**src/rtl/ex_mem_pkg.sv**
```systemverilog
// Shared definitions for the EX->MEM pipeline stage.
//   BR_*        : branch type codes (mirror the asm_codes.vh values used by the decoder)
//   CTL_W       : width of the {reg_wr, mem_wr, mem_rd} control bundle
//   buf_state_e : occupancy state of the 2-entry skid buffer
//   br_taken    : BEQ/BNE resolution from the ALU zero flag
package ex_mem_pkg;

  localparam logic [1:0] BR_NONE = 2'd0;
  localparam logic [1:0] BR_BEQ  = 2'd1;
  localparam logic [1:0] BR_BNE  = 2'd2;

  localparam int CTL_W = 3;

  typedef enum logic [1:0] {
    BUF_EMPTY = 2'd0,
    BUF_ONE   = 2'd1,
    BUF_TWO   = 2'd2
  } buf_state_e;

  function automatic logic br_taken(input logic [1:0] bt, input logic zero);
    return ((bt == BR_BEQ) && zero) || ((bt == BR_BNE) && !zero);
  endfunction

endpackage

```
**src/rtl/pipe_skid_buf.sv**
```systemverilog
// Generic 2-entry valid/ready buffer (head = main register, tail = skid register).
// Ports:
//   clk, rst_n  : clock, asynchronous active-low reset
//   flush       : drop every held entry (wins over push and pop)
//   in_valid    : push request; caller only asserts it while state != BUF_TWO
//   in_data     : payload to push
//   out_valid   : head entry valid
//   out_ready   : consumer takes the head entry
//   out_data    : head entry payload (holds while out_valid & ~out_ready)
//   state       : current buf_state_e, exported for the parent and for checkers
// Handshake: a beat transfers on a cycle where valid and ready are both high at the
// rising edge; valid never depends combinationally on ready, and data holds while stalled.
module pipe_skid_buf
  import ex_mem_pkg::*;
#(
  parameter int W = 8
) (
  input  logic         clk,
  input  logic         rst_n,
  input  logic         flush,
  input  logic         in_valid,
  input  logic [W-1:0] in_data,
  output logic         out_valid,
  input  logic         out_ready,
  output logic [W-1:0] out_data,
  output logic [1:0]   state
);

  buf_state_e  state_q, state_d;
  logic [W-1:0] main_q, skid_q;
  logic        push, pop;

  assign push = in_valid & ~flush;
  assign pop  = out_valid & out_ready;

  // State register
  always_ff @(posedge clk or negedge rst_n) begin
    if (!rst_n) state_q <= BUF_EMPTY;
    else        state_q <= state_d;
  end

  // Next-state logic
  always_comb begin
    state_d = state_q;
    if (flush) begin
      state_d = BUF_EMPTY;
    end else begin
      case (state_q)
        BUF_EMPTY: if (push) state_d = BUF_ONE;
        BUF_ONE: begin
          if (push && !pop)      state_d = BUF_TWO;
          else if (pop && !push) state_d = BUF_EMPTY;
        end
        BUF_TWO:   if (pop) state_d = BUF_ONE;
        default:   state_d = BUF_EMPTY;
      endcase
    end
  end

  // Outputs decoded from state only
  always_comb begin
    out_valid = (state_q != BUF_EMPTY);
    state     = state_q;
  end

  // Payload registers. Stale data left behind after pop/flush is harmless: it is
  // never presented with out_valid=1.
  always_ff @(posedge clk or negedge rst_n) begin
    if (!rst_n) begin
      main_q <= '0;
      skid_q <= '0;
    end else if (!flush) begin
      case (state_q)
        BUF_EMPTY: if (push) main_q <= in_data;
        BUF_ONE: begin
          if (push && pop) main_q <= in_data;   // head leaves, new beat becomes head
          else if (push)   skid_q <= in_data;   // head stalled, park beat in skid
        end
        BUF_TWO:   if (pop) main_q <= skid_q;
        default: ;
      endcase
    end
  end

  assign out_data = main_q;

endmodule

```
**src/rtl/ex_mem_stage.sv**
```systemverilog
// EX->MEM pipeline stage behind alu_module.
// Registers ALU result, store data, dest index and control bits into a 2-entry skid
// buffer toward MEM, resolves BEQ/BNE from the zero flag and emits a one-cycle redirect.
// Ports:
//   ex_valid/ex_ready            : EX-side handshake (ex_ready is purely registered state)
//   alu_out, alu_zero, store_data, dest_reg, ctl_mem_rd, ctl_mem_wr, ctl_reg_wr,
//   br_type, br_target           : EX beat contents
//   flush                        : kill all in-flight beats and any pending redirect
//   mem_valid/mem_ready          : MEM-side handshake
//   mem_alu_out, mem_store_data, mem_dest_reg, mem_ctl : head entry ({reg_wr, mem_wr, mem_rd})
//   redirect, redirect_pc        : taken-branch pulse and target
module ex_mem_stage
  import ex_mem_pkg::*;
#(
  parameter int DW = 32,
  parameter int RW = 5
) (
  input  logic          clk,
  input  logic          rst_n,
  input  logic          ex_valid,
  output logic          ex_ready,
  input  logic [DW-1:0] alu_out,
  input  logic          alu_zero,
  input  logic [DW-1:0] store_data,
  input  logic [RW-1:0] dest_reg,
  input  logic          ctl_mem_rd,
  input  logic          ctl_mem_wr,
  input  logic          ctl_reg_wr,
  input  logic [1:0]    br_type,
  input  logic [DW-1:0] br_target,
  input  logic          flush,
  output logic          mem_valid,
  input  logic          mem_ready,
  output logic [DW-1:0] mem_alu_out,
  output logic [DW-1:0] mem_store_data,
  output logic [RW-1:0] mem_dest_reg,
  output logic [2:0]    mem_ctl,
  output logic          redirect,
  output logic [DW-1:0] redirect_pc
);

  localparam int W = 2*DW + RW + CTL_W;

  logic [1:0]   buf_state;
  logic         acc, is_br, taken, push;
  logic [W-1:0] in_payload, out_payload;

  // Ready only reflects skid occupancy, so there is no path from mem_ready.
  assign ex_ready = (buf_state != BUF_TWO);

  // During the redirect cycle the EX beat is on the wrong path and is discarded.
  assign acc   = ex_valid & ex_ready & ~flush & ~redirect;
  assign is_br = (br_type != BR_NONE);
  assign taken = br_taken(br_type, alu_zero);
  // Branches do no MEM work, so they never occupy a buffer entry.
  assign push  = acc & ~is_br;

  assign in_payload = {alu_out, store_data, dest_reg, ctl_reg_wr, ctl_mem_wr, ctl_mem_rd};

  pipe_skid_buf #(.W(W)) u_buf (
    .clk       (clk),
    .rst_n     (rst_n),
    .flush     (flush),
    .in_valid  (push),
    .in_data   (in_payload),
    .out_valid (mem_valid),
    .out_ready (mem_ready),
    .out_data  (out_payload),
    .state     (buf_state)
  );

  assign {mem_alu_out, mem_store_data, mem_dest_reg, mem_ctl} = out_payload;

  // acc already excludes flush, so a flush also suppresses the redirect.
  always_ff @(posedge clk or negedge rst_n) begin
    if (!rst_n) begin
      redirect    <= 1'b0;
      redirect_pc <= '0;
    end else begin
      redirect <= acc & taken;
      if (acc && taken) redirect_pc <= br_target;
    end
  end

endmodule

```
**config.mk**
```make
export PLATFORM = sky130hd
export DESIGN_NAME = ex_mem_stage
export DESIGN_NICKNAME = d
export VERILOG_FILES = /design/src/rtl/ex_mem_pkg.sv /design/src/rtl/pipe_skid_buf.sv /design/src/rtl/ex_mem_stage.sv
export SDC_FILE = /design/constraint.sdc
export NUM_CORES = 1
export LEC_CHECK = 0
export BUFFER_PORTS_ARGS = -buffer_cell sky130_fd_sc_hd__buf_4
export CAP_MARGIN = 20
export CORE_UTILIZATION = 40
export CTS_BUF_LIST = sky130_fd_sc_hd__clkbuf_4 sky130_fd_sc_hd__clkbuf_8
export CTS_CLUSTER_SIZE = 28
export DETAILED_ROUTE_END_ITERATION = 6
export HOLD_SLACK_MARGIN = 0.02
export PLACE_DENSITY = 0.65
export SYNTH_ARGS = -nofsm -noshare
export SYNTH_HDL_FRONTEND = slang
export SYNTH_SLANG_ARGS = --single-unit
export TNS_END_PERCENT = 5
```
**constraint.sdc**
```tcl
create_clock -name clk -period 3.9 [get_ports clk]
set_input_delay 0.195 -clock clk [delete_from_list [all_inputs] [get_ports clk]]
set_output_delay 0.195 -clock clk [all_outputs]
set_load 0.1 [all_outputs]
```
==> flow_summary.ini <==
[status]
outcome = completed

[yosys]
synthMuxAreaShare = 0.277
mappedNetlistNets = 682
combinational_family_with_the_most_area_after_synthesis = multiplexers
synthesized_area_fraction_occupied_by_and_or_nand_nor_cells = 0.0142
postSynthCellCount = 568
synth_enable_flop_cells = 0
synth.ff_latch_count = 179
ys_async_sr_fraction = 1.00
synth-warning-count = 0
avg_synthesized_cell_area_sq_um = 13.7
area_share_of_fa_ha_maj_cells_after_synthesis = 0.00322
synth.area.top_cells = dfrtp_1 58%, mux2_4 14%, mux2i_1 9.3%, mux2_1 4.9%, o21ai_0 4.7%
synth.lib_cells_used.distinct = 28
yosys_most_used_dff = dfrtp_1
post-synth-top-count-cell = dfrtp_1
synth_top_area_cell = dfrtp_1
synth_largest_type_area_fraction = 0.576
ys_seq_area_frac = 0.576
xor_xnor_fraction_of_synth_area = 0
synth_compound_gate_area_share = 0.0989
post_synth_most_frequent_cells = 179 x dfrtp_1, 73 x o21ai_0, 72 x mux2i_1, 72 x o21ai_1, 70 x mux2_4
netlist_area_sq_um = 7780

[routing]
drtIter0Drc = 310
detailroute.via_count = 5754
totalWireLength_microns = 19600
postRouteAntennaNets = 0
route.detailed.vias_per_inst = 4.99
wl_per_cell_microns = 17.0
detail_route.drc_violations = 0
firstDrtPassIters = 4

[worst_setup_path]
critical_path.slowest_cell = or2_2
r2r_start = redirect
cp_top_family = simple AND/OR/NAND/NOR gates
end_kind = flop
cp.arrival_ns = 3.50
critPathMostFrequentCell = buf_4
r2r.worst_path.cells = 8
regToRegSetupSlack_ns = 0.86
timing.critical_path.fanout_max = 44
reg2reg_to = u_buf.out_data[62]
crit_path_start_kind = input port
timing.critical_path.buf_inv = 3
worst_path_largest_cell_delay_ns = 0.65
crit_required_ns = 4.28
worst-setup-path-type = input port to flop
path_cells = dlygate4sd3_1, buf_4, nor3b_1, and3_4, ha_1, nand2b_1, a2bb2oi_4, or2_2, buf_4, o21ai_1

[timing]
final_worst_clock_skew_ns = 0.0129
finalHoldViolCount = 0
peak_freq_mhz = 321
final_max_slew_viol_count = 0
finalHoldWorstSlack_ns = 0.0519
max-slew-margin-rel = 0.369
worst-slew-pin-transition_ns = 0.947
period_minus_slack_ns = 3.12
finalSetupTns_ns = 0
rsz0062_at_grt = false
final_min_period_over_clock_period = 0.799
setup_viol = 0
timing.final.ws_setup_ns = 0.784

[power_and_ir_drop]
leakage_nw = 5.12
cellPowerDensity_nw_per_um2 = 677
design_power_total_mw = 7.59
worst_ir_drop_vdd_uv = 512

[placed_design]
postPlaceCellArea_sq_um = 9640
io_buffers = 218
post-dp-hpwl_microns = 12200
finalWeightedCongestion = 0.793
setup_slack_after_placement_ns = 0.837
dp.cells = 1014

[layout]
layout.core_utilization = 0.593
fin_area_sq_um = 11200
drive_above_1_share = 0.378
n_fill_cell = 1515
antennaDiodeCount = 0
fin_nets = 994
area_growth_syn_to_layout_pct = 44.0
finalNonFillerCells = 1152

[global_routing]
grt_start_max_net_pins = 109
number_of_antenna_violations_at_the_first_check_in_global_routing = 0
global_route.usage.total = 0.205
overflow = 0
first_pass_grt_wire_length_microns = 32200
first_global_vias = 6212

[cts]
cts_inserted_buffers = 17
clk_transition_reported_paths_ns = 0.09
worstSkewPairLatency_ns = 0.45
clock_tree.buffer_depth = 2
cts.root.buffer_cell = clkbuf_8
numClockSinks = 179
cts_tree = built
cts_post_setup_buffers_inserted = 0
h_tree_levels = 4

[hold_path]
worstHoldPathCells = 3
holdPathEnd = u_buf.state[1]
type_of_the_most_critical_hold_path = input port to flop
worst_hold_startpoint = mem_ready

[floorplanning]
placeable_core_region_sq_um = 18900
dieWidth_microns = 141
initial_utilization = 0.412
fp.dieH_microns = 141
rows = 50
boundaryPins = 219
floorplan.die_area_sq_um = 20000

[run]
cap_violations = 0
## worst reg2reg max path, cell delays in order (launching register included)
cell and delay, ns:
dfrtp_1 0.39, nor3b_1 0.53, and3_4 0.35, ha_1 0.14, nand2b_1 0.23, a2bb2oi_4 0.08
or2_2 0.65, buf_4 0.41, o21ai_1 0.19
## kinds of logic after synthesis
group	count (synthesis)
multiplexers	176
adder cells (fa/ha/maj)	2
flip-flops	179
buffers and inverters	44
AND/OR/NAND/NOR	17
AO/OA/AOI/OAI	150
## what timing repair did
action | in CTS | in global routing
hold buffers | 106 | 0
resized for setup | 0 | 0
endpoints found under the hold margin | 269 | 0
## layer usage
layer  share of wire  vias to the layer above  track usage
met2            0.50                      143        0.352
li1                -                     2651            -
met4           0.013                        0       0.0606
met3           0.048                       19       0.0513
met1            0.44                     2941        0.256
met5               0                        -            0
## final cells by class
cell class | count | area, sq um | area share
Sequential cell | 179 | 4480 | 0.400
Multi-Input combinational cell | 345 | 3100 | 0.277
Timing Repair Buffer | 334 | 2810 | 0.251
Tap cell | 260 | 325 | 0.0290
Clock buffer | 19 | 255 | 0.0228
Clock inverter | 12 | 226 | 0.0202
Inverter | 3 | 11.3 | 0.00100
## flip-flops by register name (all words and copies together) (netlist names)
name            flops
redirect            1
redirect_pc        32
u_buf.out_data     72
u_buf.skid_q       72
u_buf.state         2
## layout by cell type (no fill, tap or decap), types with 3 or more instances in the layout
cell type	netlist	final
mux2i_1	72	72
buf_4	1	225
bufinv_16	0	6
dfrtp_1	179	179
nand2b_1	4	4
mux2_1	34	34
inv_6	0	3
mux2_4	70	70
clkbuf_8	0	18
nor2_1	3	3
o21ai_1	72	72
dlygate4sd3_1	0	106
o21ai_0	73	73
## how the worst max path moves through the flow
stage / startpoint / endpoint / slack, ns / cells after the start
finish: flush / u_buf.out_data[62] / 0.78 / 10
global route: flush / u_buf.out_data[40] / 0.62 / 10
CTS: flush / u_buf.out_data[32] / 0.78 / 10
detailed placement: u_buf.state[1] / u_buf.out_data[31] / 0.84 / 9
global placement: u_buf.state[1] / u_buf.out_data[38] / 0.99 / 9
floorplan: u_buf.state[1] / u_buf.out_data[10] / 1.18 / 10
## report_power, final
group | switching (mW) | internal (mW) | leakage [nW]
Clock | 0.686 | 0.854 | 0.237
Combinational | 2.82 | 0.788 | 2.56
Sequential | 0.215 | 2.23 | 2.32
(Power assumes the default switching activity.)
